### config.mk
export PLATFORM = sky130hd
export DESIGN_NAME = axi4_master_write_response
export DESIGN_NICKNAME = d
export VERILOG_FILES = /design/src/rtl/axi4_master_write_response.sv
export SDC_FILE = /design/constraint.sdc
export NUM_CORES = 1
export LEC_CHECK = 0
export CORE_AREA = 2 2 156 158
export DETAILED_ROUTE_END_ITERATION = 8
export DIE_AREA = 0 0 158 160
export DONT_BUFFER_PORTS = 1
export PLACE_DENSITY = 0.55
export RECOVER_POWER = 50
export SYNTH_ARGS = -nofsm -noshare
export SYNTH_HDL_FRONTEND = slang
export SYNTH_SLANG_ARGS = --single-unit
### constraint.sdc
create_clock -name clk -period 4 [get_ports clk]
set_input_delay 1 -clock clk [delete_from_list [all_inputs] [get_ports clk]]
set_output_delay 1 -clock clk [all_outputs]
set_load 0.01 [all_outputs]
### src/rtl/axi4_master_write_response.sv
// ============================================================================
// Module      : axi4_master_write_response
// Description : AXI4 master B-channel receiver with per-ID outstanding
//               tracking and a valid/ready handoff to the master core.
//               Optional watchdog enabled by defining AXI_B_TIMEOUT_EN.
// Revision    : 1.0
// ============================================================================
`default_nettype none

module axi4_master_write_response #(
  parameter int ID_WIDTH        = 4,
  parameter int MAX_OUTSTANDING = 8,
  parameter int TIMEOUT_CYCLES  = 1024
) (
  input  logic                clk,
  input  logic                rst,
  input  logic                issue_valid,
  input  logic [ID_WIDTH-1:0] issue_id,
  output logic                issue_ready,
  input  logic [ID_WIDTH-1:0] bid,
  input  logic [1:0]          bresp,
  input  logic                bvalid,
  output logic                bready,
  output logic                resp_valid,
  input  logic                resp_ready,
  output logic [ID_WIDTH-1:0] resp_id,
  output logic [1:0]          resp_code,
  output logic                resp_unexp,
  output logic [7:0]          outstanding,
  output logic [15:0]         err_count,
  output logic                timeout_err
);

  localparam int         c_num_ids  = 2 ** ID_WIDTH;
  localparam logic [7:0] c_max_out  = 8'(MAX_OUTSTANDING);

  typedef enum logic [1:0] {
    IDLE   = 2'd0,
    ACTIVE = 2'd1,
    HOLD   = 2'd2
  } state_t;

  state_t                state_q, state_d;
  logic [7:0]            cnt_q [c_num_ids];
  logic [7:0]            cnt_d [c_num_ids];
  logic [7:0]            outstanding_q, outstanding_d;
  logic                  issue_ready_q, issue_ready_d;
  logic                  resp_valid_q, resp_valid_d;
  logic [ID_WIDTH-1:0]   resp_id_q, resp_id_d;
  logic [1:0]            resp_code_q, resp_code_d;
  logic                  resp_unexp_q, resp_unexp_d;
  logic [15:0]           err_count_q, err_count_d;
  logic                  w_issue, w_b_hs, w_known, w_retire;

  always_comb begin
    w_issue  = issue_valid && issue_ready_q;
    w_b_hs   = bvalid && (state_q == ACTIVE);
    w_known  = (cnt_q[bid] != 8'd0);
    w_retire = w_b_hs && w_known;

    // Unknown IDs never decrement, so counters cannot underflow.
    for (int i = 0; i < c_num_ids; i++) begin
      cnt_d[i] = cnt_q[i]
               + {7'd0, w_issue  && (issue_id == ID_WIDTH'(i))}
               - {7'd0, w_retire && (bid      == ID_WIDTH'(i))};
    end

    outstanding_d = outstanding_q + {7'd0, w_issue} - {7'd0, w_retire};
    issue_ready_d = (outstanding_d < c_max_out);

    err_count_d = err_count_q;
    if (w_b_hs && bresp[1] && (err_count_q != 16'hFFFF)) begin
      err_count_d = err_count_q + 16'd1;
    end
  end

  always_comb begin
    state_d      = state_q;
    resp_valid_d = resp_valid_q;
    resp_id_d    = resp_id_q;
    resp_code_d  = resp_code_q;
    resp_unexp_d = resp_unexp_q;
    case (state_q)
      IDLE: begin
        if (outstanding_d != 8'd0) state_d = ACTIVE;
      end
      ACTIVE: begin
        if (w_b_hs) begin
          resp_id_d    = bid;
          resp_code_d  = bresp;
          resp_unexp_d = !w_known;
          resp_valid_d = 1'b1;
          state_d      = HOLD;
        end
      end
      HOLD: begin
        if (resp_valid_q && resp_ready) begin
          resp_valid_d = 1'b0;
          state_d      = (outstanding_d != 8'd0) ? ACTIVE : IDLE;
        end
      end
      default: state_d = IDLE;
    endcase
  end

  always_ff @(posedge clk or negedge rst) begin
    if (!rst) begin
      state_q       <= IDLE;
      outstanding_q <= 8'd0;
      issue_ready_q <= 1'b1;
      resp_valid_q  <= 1'b0;
      resp_id_q     <= '0;
      resp_code_q   <= 2'b00;
      resp_unexp_q  <= 1'b0;
      err_count_q   <= 16'd0;
      for (int i = 0; i < c_num_ids; i++) cnt_q[i] <= 8'd0;
    end else begin
      state_q       <= state_d;
      outstanding_q <= outstanding_d;
      issue_ready_q <= issue_ready_d;
      resp_valid_q  <= resp_valid_d;
      resp_id_q     <= resp_id_d;
      resp_code_q   <= resp_code_d;
      resp_unexp_q  <= resp_unexp_d;
      err_count_q   <= err_count_d;
      for (int i = 0; i < c_num_ids; i++) cnt_q[i] <= cnt_d[i];
    end
  end

`ifdef AXI_B_TIMEOUT_EN
  localparam logic [15:0] c_timeout_lim = 16'(TIMEOUT_CYCLES);

  logic [15:0] wd_q, wd_d;
  logic        timeout_err_q, timeout_err_d;

  // Counter parks at the limit; the flag is sticky until reset.
  always_comb begin
    if (w_b_hs || (outstanding_q == 8'd0)) begin
      wd_d = 16'd0;
    end else if (wd_q < c_timeout_lim) begin
      wd_d = wd_q + 16'd1;
    end else begin
      wd_d = wd_q;
    end
    timeout_err_d = timeout_err_q || (wd_d == c_timeout_lim);
  end

  always_ff @(posedge clk or negedge rst) begin
    if (!rst) begin
      wd_q          <= 16'd0;
      timeout_err_q <= 1'b0;
    end else begin
      wd_q          <= wd_d;
      timeout_err_q <= timeout_err_d;
    end
  end

  assign timeout_err = timeout_err_q;
`else
  assign timeout_err = 1'b0;
`endif

  assign issue_ready = issue_ready_q;
  assign bready      = (state_q == ACTIVE);
  assign resp_valid  = resp_valid_q;
  assign resp_id     = resp_id_q;
  assign resp_code   = resp_code_q;
  assign resp_unexp  = resp_unexp_q;
  assign outstanding = outstanding_q;
  assign err_count   = err_count_q;

endmodule

`default_nettype wire

# Yosys cells after proc, flatten, opt, wreduce, memory -nomap -nowiden
# Index checks and enable logic that the tools add are counted.
# totals
wordCells	157
output_inout_bits	35
regBits	163
in_bits	15
# classes
n_mux	11
order_cmp	2
addsub	35
bitwise	1
n_reduce_logical	48
n_eq_ne	36
# ops
operator	count
8-bit by 1-bit adder with 8-bit output	17
8-bit by 1-bit subtractor with 8-bit output	17
4-bit equality test, second input constant	16
1-bit logical AND	38
8-bit binary-select mux with 4-bit select	1
4-bit by 3-bit equality test with 1-bit output, second input constant	8
16-bit by 1-bit adder with 16-bit output, second input constant	1
4-bit by 2-bit equality test with 1-bit output, second input constant	4
8-bit two-way mux	2
16-bit != test, second input constant	1
8-bit nonzero test	2
4-bit by 1-bit equality test with 1-bit output, second input constant	2
4-bit zero test	2
8-bit by 4-bit < comparator with 1-bit output, second input constant	1
2-bit two-way mux	3
2-bit case mux with 3 select lines	1
3-bit AND reduction	2
5-bit >= comparator, second input constant	1
4-bit NOT with 5-bit output	1
2-bit != test, second input constant	2
1-bit two-way mux	3
2-bit by 1-bit equality test with 1-bit output, second input constant	1
2-bit equality test, second input constant	1
2-bit zero test	1
5 further kinds	5

# Depth between registers and ports, before layout
# Gate-level depths: netlist (run 1).
# logic_depth
word_depth	11
ltp_mapped	18
depth_no_buf	17

# Least setup slack after synthesis (run 1)
# No wires, ideal clock.
# synth_path
path_type	input to register
startpoint	input port bid[1]
endpoint	register state_q[0]
t_required_ns	3.868
n_path_buf	1
arrival_time_ns	3.726
path_slack_ns	0.142
path_stages	18
setup_ns	0.132
cell_sequence	buf_2 > nor4b_1 > nand3_1 > o41ai_1 > o311ai_1 > nand3b_2 > nand3_1 > ha_1 > inv_1 > ha_1 > inv_1 > fa_1 > nor2b_1 > o21a_1 > o21a_1 > o311ai_1 > nor3_1 > a31oi_1
# synth_via
elab_chain_len	11
word_cells_on_any_way	13
cone_classes	add/sub (1); eq/ne (1); mux (6); bitwise (1); reduce/logical (4)
# synth_rtl
item	line	source
from (decl)	20	input logic [ID_WIDTH-1:0] bid,
4-bit NOT with 5-bit output (not written as such) (*)	58	w_known = (cnt_q[bid] != 8'd0);
8-bit binary-select mux with 4-bit select (*)	58	
8-bit two-way mux (not written as such) (*) (2 in series)	58	
8-bit nonzero test (*)	58	
1-bit logical AND (*)	59	w_retire = w_b_hs && w_known;
8-bit by 1-bit subtractor with 8-bit output (*)	68	outstanding_d = outstanding_q + {7'd0, w_issue} - {7'd0, w_retire};
named net outstanding_d[6]	46	logic [7:0] outstanding_q, outstanding_d;
8-bit nonzero test (*)	85, 99	
1-bit two-way mux	99	state_d = (outstanding_d != 8'd0) ? ACTIVE : IDLE;
2-bit two-way mux	97	if (resp_valid_q && resp_ready) begin
2-bit case mux with 3 select lines	83	case (state_q)
to (signal assigned)	118	state_q <= state_d;
to (decl)	43	state_t state_q, state_d;
# The timed path passes the listed nets; every way through them passes the cells marked *. The select of a mux whose other input is x is not followed.
# A chain may end at the register's enable or synchronous reset.

# Worst setup path after layout (run 1)
# layout_path
startpoint	register cnt_q[60] (netlist bit)
endpoint	register state_q[0]
# layout_via
elab_chain_len	10
word_cells_on_any_way	12
cone_classes	add/sub (1); eq/ne (1); mux (6); reduce/logical (4)
# layout_rtl
item	line	source
from (decl)	44	logic [7:0] cnt_q [c_num_ids];
8-bit binary-select mux with 4-bit select (*)	58	
8-bit two-way mux (not written as such) (*) (2 in series)	58	
8-bit nonzero test (*)	58	
1-bit logical AND (*)	59	
8-bit by 1-bit subtractor with 8-bit output (*)	68	
named net outstanding_d[6]	46	
8-bit nonzero test (*)	85, 99	
1-bit two-way mux	99	
2-bit two-way mux	97	
2-bit case mux with 3 select lines	83	
# Marked as above.

==> results of run 1 <==
## placed cells by master, fill, tap and decap left out, types with 2 or more instances in the layout
| cell | n |
|---|---|
| o41ai_1 | 17 |
| a21oi_1 | 45 |
| nor2b_1 | 40 |
| nor4_1 | 25 |
| xnor2_1 | 114 |
| or4_1 | 2 |
| a31oi_1 | 3 |
| a21o_1 | 32 |
| buf_4 | 10 |
| nand2b_1 | 13 |
| nand3b_1 | 2 |
| o21ai_0 | 15 |
| dfrtp_1 | 162 |
| nand2_1 | 57 |
| and3_1 | 2 |
| o311ai_1 | 2 |
| inv_1 | 184 |
| inv_6 | 3 |
| inv_8 | 7 |
| o21a_1 | 20 |
| nor2_1 | 70 |
| clkbuf_16 | 17 |
| o21bai_1 | 6 |
| nand3_1 | 10 |
| o211ai_1 | 2 |
| nor4b_1 | 2 |
| xor2_1 | 18 |
| nor3_1 | 26 |
| and2_1 | 9 |
| nor3_2 | 4 |
| fa_1 | 17 |
| ha_1 | 137 |
| clkinv_8 | 2 |
| nand4_1 | 6 |
## worst min-delay path by stage
stage                     slack (ps)  depth (start not counted)         to
final                            280                          0  cnt_q[69]
after floorplan                  480                          1  cnt_q[32]
after global routing             230                          0  cnt_q[53]
after detailed placement         500                          1  cnt_q[40]
after CTS                        250                          0  cnt_q[53]
after global placement           490                          1  cnt_q[56]
## per-stage QoR
| step | hold WS [ps] | cell area, sq um |
|---|---|---|
| finish | 279 | 11500 |
| global route | 233 | 11500 |
| CTS | 246 | 11600 |
| detailed placement | 495 | 10900 |
| global placement | 487 | 10900 |
| floorplan | 479 | 10500 |
## critical path: cells and delay by family, from the launching register on
kind,cells,cell delay [ps]
AO/OA/AOI/OAI,6,810
buffers and inverters,3,250
AND/OR/NAND/NOR,5,1270
adder cells (fa/ha/maj),3,840
flip-flops,1,400
## logic make-up after synthesis
group / share of synthesized area [%]
compound gates: 9.77
xor+xnor: 11.0
fa+ha+maj: 19.6
buf+inv: 6.86
flops: 38.9
other cells: 0.0358
simple gates: 13.8
## metal layers
metal | track usage [%] | share of wire [%] | vias up | wire [microns]
met2 | 25.9 | 45 | 82 | 8690
met1 | 23.9 | 49 | 3312 | 9510
li1 | - | - | 3594 | -
met5 | 0 | 0 | - | 0
met4 | 4.14 | 0.87 | 0 | 168
met3 | 4.02 | 4.9 | 13 | 949
## where the power goes
part           switching [uW]  internal [uW]
registers                 773           2600
clock network             794            905
logic                    3120           3350
## layout make-up
class	count	share of cell area, %
Multi-Input combinational cell	714	49.1
Sequential cell	163	35.4
Inverter	184	6.00
Clock buffer	17	3.69
Tap cell	324	3.52
Clock inverter	15	1.60
Timing Repair Buffer	11	0.685
## sequential cells by signal, summed over array words and instances, names as in the netlist, 2 cells and up
signal / flops
state_q: 2
err_count: 16
outstanding: 8
resp_code: 2
resp_id: 4
cnt_q: 128
==> impl_results.md, run 1 <==
* Pre-antenna DRT Iters at 4
* Resize count post-CTS at 0
* Detail Route Antenna Nets at 0
* Register area at 4080 sq um
* Gr ovfl total at 0
* CP max FO at 4
* Fin Setup TNS at 0 ps
* R2R depth at 17
* Relative slew slack at between 60% and 70%
* Core Util, Final at 48.3%
* Bufs on Longest Clock Path at 2
* Core ar. at 23800 sq um
* Period utilization at 92.1%
* Outcome: complete, no violations
* Final Slew Violations at 0
* Nets at 1260
* Rows at between 50 and 60
* CP max stage cell: or4_1
* Pre-CTS setup slack at -47.9 ps
* Per-cell routed wire length at 13.5 microns
* Die Y at 160 microns
* # IOs at 50
* Setup CP Type: register to register
* Root Driver: clkbuf_16
* Die Wd at 158 microns
* Hpwl dp at ~15 mm
* DR vias at 7001
* Number of synthesized flops with an enable pin at 0
* CTS buffer count at 17
* Synthesis warning total at 0
* CTS Hold Bufs at 0
* Pwr Total at 11500 uW
* Post-Syn Instances at roughly 1100
* Yosys top cell area share at 38.7%
* FILL cells at ~2300
* Sequential share of the synthesized area at 38.9%
* Main synth FF type: dfrtp_1
* Clock net sink count at 163
* Multi-input gate area at 5650 sq um
* RePlAce Congestion at 0.804
* Gr usage total at around 17%
* R2r setup slk at around 320 ps
* Worst clock skew at approximately 17 ps
* RSZ-0062 raised after global routing: false
* Synth area leaders: dfrtp_1, ha_1, xnor2_1
* Worst setup path start: cnt_q[60]
* Fmax at approximately 270 MHz
* Layout area overhead at 9.81%
* Fin crit period at 3680 ps
* Clk pin slew, worst setup/hold paths at 80 ps
* Max IR drop VDD at 0.534 mV
* Diode count at 0
* Initial DRC Count at 291
* Die Area at 25300 sq um
* Synth async-reset ratio at 100%
* Final WS setup at between 300 and 400 ps
* Post-Syn Nets at 1235
* Worst hold path type: primary input to asynchronous set/reset pin
* Mean Syn Cell Area at between 9 and 10 sq um
* Global-route wire length before repair at 34.1 mm
* Setup violations, final at 0
* Pleak at 0.00564 uW
* Reg2reg start: cnt_q[60]
* Synth unique cells at 54
* # port buffers at 0
* H-tree depth at 4
* Layout cells sized above 1 at 4.71%
* CP Data Required Time at 4300 ps
* Largest net degree at the start of global routing at 164
* CP Data Arrival Time at 3990 ps
* Post-Route WL at around 19 mm
* Max-Cap Viols at 0
* Final hold vios at 0
* Vias in the first global route at ~7100
* Pwr per Cell Area at 1000 nW/um^2
* DRC at 0
* Starting Density at 44.0%
* Finished Layout Cells at around 1400
* Crit. End Element: register
* Crit-path most repeated cell: inv_1
* Max incr delay on CP at 540 ps
* Synthesized cell area at 10500 sq um
* Count leader, synth: inv_1
* Synth top cells by count: inv_1, dfrtp_1, ha_1
* Worst-path cell chain: or4_1 -> nor4_1 -> a41o_1 -> a211oi_1 -> inv_1 -> nand3_1 -> ha_1 -> inv_1 -> ha_1 -> inv_1 -> fa_1 -> nor2b_1 -> o21a_1 -> o21a_1 -> o311ai_1 -> nor3_1 -> a31oi_1
* Synth area leader: dfrtp_1
* CTS tree: done
* Cell count after placement at between 1000 and 1500
* Crit path to: state_q[0]
* Initial antenna violation count at 0
* Worst r2r dst: state_q[0]
* Post-CTS Setup Inserts at 0
* Tightest Pin Transition at 536 ps
* Vias/cell at about 4.9
* #FFs+latches synth at about 160
* Worst-Skew Late Latency at 430 ps
* Startpoint types: register
(Power assumes the default switching activity.)
==> run 2, diff against run 1 <==
- DONT_BUFFER_PORTS: 1 -> unset
- PLACE_DENSITY: 0.55 -> 0.58
==> impl_results.md, run 2 (same netlist as run 1, synthesis figures left out) <==
* H-tree depth at 4 (unchanged)
* Initial antenna violation count at 1 (+1)
* R2r setup slk at 390 ps (+70 ps)
* Hpwl dp at 15.8 mm (+8.5%)
* Final hold vios at 0 (unchanged)
* Worst-Skew Late Latency at 440 ps (about the same)
* Layout cells sized above 1 at 13.7% (+9.0 points)
* Die Wd at 158 microns (unchanged)
* Reg2reg start: cnt_q[116]
* DRC at 0 (unchanged)
* CP max stage cell: clkdlybuf4s50_1
* Failing checks: capacitance limit, slew limit
* Max incr delay on CP at 480 ps (-60 ps)
* Worst hold path type: register to register
* Fmax at 267 MHz (-1.6%)
* Root Driver: clkbuf_16
* Setup CP Type: primary input to register
* RePlAce Congestion at 0.809 (+0.53%)
* CP Data Required Time at 4360 ps (+60 ps)
* Die Y at 160 microns (unchanged)
* # IOs at 50 (unchanged)
* Most frequent cells in the layout: inv_1, dfrtp_1, ha_1, xnor2_1, buf_4
* Crit. End Element: register
* Detail Route Antenna Nets at 0 (unchanged)
* RSZ-0062 raised after global routing: false
* Post-Route WL at 21.1 mm (+9.1%)
* Die Area at 25300 sq um (unchanged)
* Commonest non-fill, non-tap cell in the layout: inv_1
* R2R depth at 16 (-1)
* Clock net sink count at 163 (unchanged)
* # port buffers at 48 (+48)
* Startpoint types: primary input
* Worst clock skew at 13.1 ps (-4.18 ps)
* Setup violations, final at 0 (unchanged)
* Starting Density at 44.0% (unchanged)
* Max reg flops at 128 (unchanged)
* CP max FO at 5 (+1)
* Pleak at 0.00634 uW (+12%)
* Layout area overhead at 22.6%
* Clk pin slew, worst setup/hold paths at 70 ps (about the same)
* Crit-path most repeated cell: buf_4
* CTS tree: done
* Largest delay contributor family on the critical path: buffers and inverters
* Hold Crit Endpoint: resp_id[0]
* Pwr Total at 12800 uW (+11%)
* Core ar. at 23800 sq um (unchanged)
* FILL cells at 2175 (-6.2%)
* Tightest Pin Transition at 1870 ps (+1340 ps)
* Hold path depth at 2
* Rows at 57 (unchanged)
* Worst-path cell chain: clkdlybuf4s50_1 -> nand3b_1 -> nor2_1 -> buf_4 -> nand3b_2 -> buf_4 -> buf_4 -> nor2_1 -> ha_1 -> inv_1 -> ha_1 -> a21o_1 -> a21oi_1 -> nor2b_1 -> o21a_1 -> o41ai_1 -> xnor2_1
* Largest net degree at the start of global routing at 74 (-55%)
* Vias/cell at 4.84 (-1.4%)
* Max-Cap Viols at 1 (+1)
* Pre-antenna DRT Iters at 4 (unchanged)
* Final WS setup at 255 ps (-60.7 ps)
* Worst r2r dst: cnt_q[103]
* Fin crit period at 3750 ps (+60.7 ps)
* Period utilization at 93.6% (+1.5 points)
* Bufs on Longest Clock Path at 2 (unchanged)
* Hold Startpoint: resp_id[0]
* Per-cell routed wire length at 13.4 microns (-0.86%)
* CTS Hold Bufs at 0 (unchanged)
* Gr usage total at 18.2% (+1.4 points)
* Outcome: finished, violations left
* Top reg by flops: cnt_q
* Pre-CTS setup slack at -729 ps (-681 ps)
* Initial DRC Count at 296 (+1.7%)
* Max IR drop VDD at 0.643 mV (+20%)
* Number of buffers and inverters on the critical path at 5 (+2)
* CP Data Arrival Time at 4110 ps (+120 ps)
* Final Slew Violations at 74 (+74)
* DR vias at 7596 (+8.5%)
* CTS buffer count at 17 (unchanged)
* Fin Setup TNS at 0 ps (unchanged)
* Vias in the first global route at 7780 (+9.4%)
* Relative slew slack at -25.0% (-89 points)
* Pwr per Cell Area at 995 nW/um^2 (-0.60%)
* Gr ovfl total at 0 (unchanged)
* Nets at 1402 (+11%)
* Global-route wire length before repair at 37.0 mm (+8.6%)
run 2: changes by cell type in the layout (fill, tap and decap cells not counted), moves of 3 or more:
cell,previous run,this run
buf_4,10,96
nor4_1,25,22
clkbuf_1,1,4
clkdlybuf4s50_1,0,41
o41ai_2,0,9
clkbuf_2,0,4
dlygate4sd3_1,0,4
o41ai_1,17,8
run 2: worst register-to-register path, delay by kind of cell (launching register included):
kind	cells	cell delay, ps
xor gates and xnor gates	1	160
and+or+nand+nor	5	1140
DFF	1	400
adders and majority gates	2	450
AOI/OAI and AO/OA	5	1090
buffers and inverters	3	280
run 2: layout make-up:
class	instances	area, sq um	share of cell area, %
Multi-Input combinational cell	714	5830	45.3
Sequential cell	163	4080	31.7
Timing Repair Buffer	153	1240	9.67
Inverter	184	691	5.37
Clock buffer	17	425	3.31
Tap cell	324	405	3.15
Clock inverter	15	183	1.42
Antenna cell	1	2.50	0.0195
run 2: how the worst max path moves through the flow:
stage | startpoint | end | slack, ps | cells past startpoint
2_1_floorplan | bid[1] | state_q[0] | 140 | 18
5_1_grt | bvalid | cnt_q[119] | 20 | 17
3_5_place_dp | bid[0] | cnt_q[31] | -730 | 16
4_1_cts | bid[1] | state_q[0] | 120 | 18
3_3_place_gp | bid[0] | cnt_q[7] | -560 | 16
6_report | bvalid | cnt_q[103] | 250 | 17
run 2: routing by layer:
metal,GRT usage [%],routed length (microns),vias to the layer above
li1,-,-,3874
met1,26.1,10600,3619
met2,28.2,9740,84
met3,3.07,527,19
met4,5.41,233,0
met5,0,0,-
run 2: what timing repair did:
item | 4_1_cts | 5_1_grt
cloned | 1 | 0
endpoints found under the setup margin | 27 | 28
pin swaps | 7 | 10
setup buffers | 1 | 2
resized for setup | 21 | 17
run 2: power breakdown:
| part | internal [uW] | switching, uW | leakage, uW |
|---|---|---|---|
| clock | 904 | 806 | 0.000300 |
| sequential | 2600 | 750 | 0.00197 |
| combinational | 4200 | 3540 | 0.00408 |
run 2: through the flow:
step / cell area (sq um) / hold slack (ps) / instances / util [%]
final: 12900 / 485 / 1571 / 54.0
after detailed placement: 12100 / 471 / 1534 / 50.9
after CTS: 12800 / 499 / 1568 / 53.9
after global placement: 12100 / 462 / 1534 / 50.9
after global routing: 12900 / 519 / 1571 / 54.0
after floorplan: 10500 / 479 / 1066 / -
==> RTL change, RTL diff (config.mk and constraints of run 2) <==
Put one more register stage on the output `err_count`, with the module's reset. The value now appears one clock later. The other outputs are not delayed to match.
--- a/src/rtl/axi4_master_write_response.sv
+++ b/src/rtl/axi4_master_write_response.sv
@@ -167,7 +167,13 @@
   assign resp_code   = resp_code_q;
   assign resp_unexp  = resp_unexp_q;
   assign outstanding = outstanding_q;
-  assign err_count   = err_count_q;
+  always_ff @(posedge clk or negedge rst) begin
+    if (!rst) begin
+      err_count <= '0;
+    end else begin
+      err_count <= err_count_q;
+    end
+  end
 
 endmodule
 
Formal check against the unedited RTL: not equivalent (a bounded check fails within 4 cycles, from zero or initial values and one cycle with rst low).
==> RTL change against run 2 <==
  * The flow still finishes with violations (capacitance limit, slew limit)
  * Sequential cell count grew 16
  * Routed wire length is 0.52% higher
  * Power up 1.1%
  * Sequential share of layout area rose by 2.1 points
  * Non-clock buffer count up 2
  * First-iteration DRC count is 16% higher
  * Worst setup slack lost 76 ps
  * Final area up 3.1%
  * Area after synthesis up 3.6%
  * Highest routed layer unchanged
==> RTL change: results (changes against run 2) <==
Status
  • Status: finished with violations
  • Violated checks: capacitance limit, slew limit

Critical path
  • Flop2flop setup slack: 350 ps (-40 ps)
  • FF-to-FF End: state_q[0]
  • Crit-path max FO: 10 (+5)
  • Crit path capture: cnt_q[102]
  • Critical path arrival: 4150 ps (+40 ps)

Synthesis
  • Register area share after synthesis: 41.3% (+2.3 points)
  • Post-synth top cells: 184 x inv_1, 178 x dfrtp_1, 137 x ha_1
  • Yosys cell types: 59 (+9.3%)
  • Syn avg cell area: 10.1 µm² (+3.0%)
  • Synth Net Count: 1241 (+0.49%)

Routing
  • Drt first-iter violations: 344 (+16%)
  • Met3 WL: 673 µm (+28%)
  • WL met2: 9640 µm (-1.0%)
  • Vias: 7642 (+0.61%)
  • Met1 wire length: 10700 µm (+1.1%)

Timing
  • Max-slew violations: 89 (+20%)
  • Worst slew margin: -55.3% (-30 points)
  • Final setup margin: 178 ps (-76.4 ps)

Worst hold path
  • WHS Endpoint: err_count[9]
  • Hold Path Stages: 0 (-2)

Finish
  • NumNets Final: 1409 (+0.50%)
  • Layout Cells excl Fill: 1577 (+0.38%)
  • Share of cells above drive strength 1: 13.4% (-0.32 points)
  • Antenna cells: 0 (-1)

Global route
  • Antenna violations before repair: 0 (-1)
  • GR Util met1: 26.3% (+0.21 points)
  • Vias in the first global route: 7802 (+0.28%)
  • M2 GR Usage: 28.9% (+0.69 points)
  • Largest net degree at the start of global routing: 91 (+23%)
  • Total GRT Usage: 18.4% (+0.24 points)
  • First-pass GRT wire length: 37400 µm (+1.1%)

Clock tree
  • Postcts setup bufs: 5 (+4)

Pwr
  • Net Sw Power: 0.00510 W (about the same)
  • LEAKAGE: 6.53 nW (+2.9%)

Place
  • Pre-CTS setup slack: -729 ps (-0.310 ps)
  • Placement Cell Area: 0.0125 mm² (+3.1%)
  • Placer Congestion: 0.822 (+1.7%)
  • Placed Cells: 1539 (+0.33%)

Job
  • Max-Cap Viols: 1 (unchanged)
[RTL change: critical path: stages]
cell	delay, ps
clkdlybuf4s50_1	470
buf_6	150
nor2_1	70
a311oi_2	230
and3_4	270
nand2_1	140
buf_4	180
nor2_1	90
ha_1	230
inv_1	50
ha_1	170
inv_1	60
fa_1	390
nor2b_1	120
o21ai_0	80
nand2b_1	120
a21o_1	120
a21oi_1	70
xnor2_1	130
[RTL change: cell families after synthesis]
| group | synth area share, % |
|---|---|
| other cells | 0.0345 |
| flops | 41.3 |
| fa+ha+maj | 18.9 |
| buf+inv | 6.75 |
| mux | 0.104 |
| xor+xnor | 10.6 |
| compound gates | 9.63 |
| simple gates | 12.7 |
[RTL change: cell type report]
type	count	area (µm²)	share of cell area, %
clock buffer	17	425	3.21
clock inverter	15	200	1.51
inverter	184	691	5.21
multi-input combinational	703	5750	43.4
sequential	179	4480	33.8
tap	324	405	3.06
timing repair buffer	155	1310	9.84
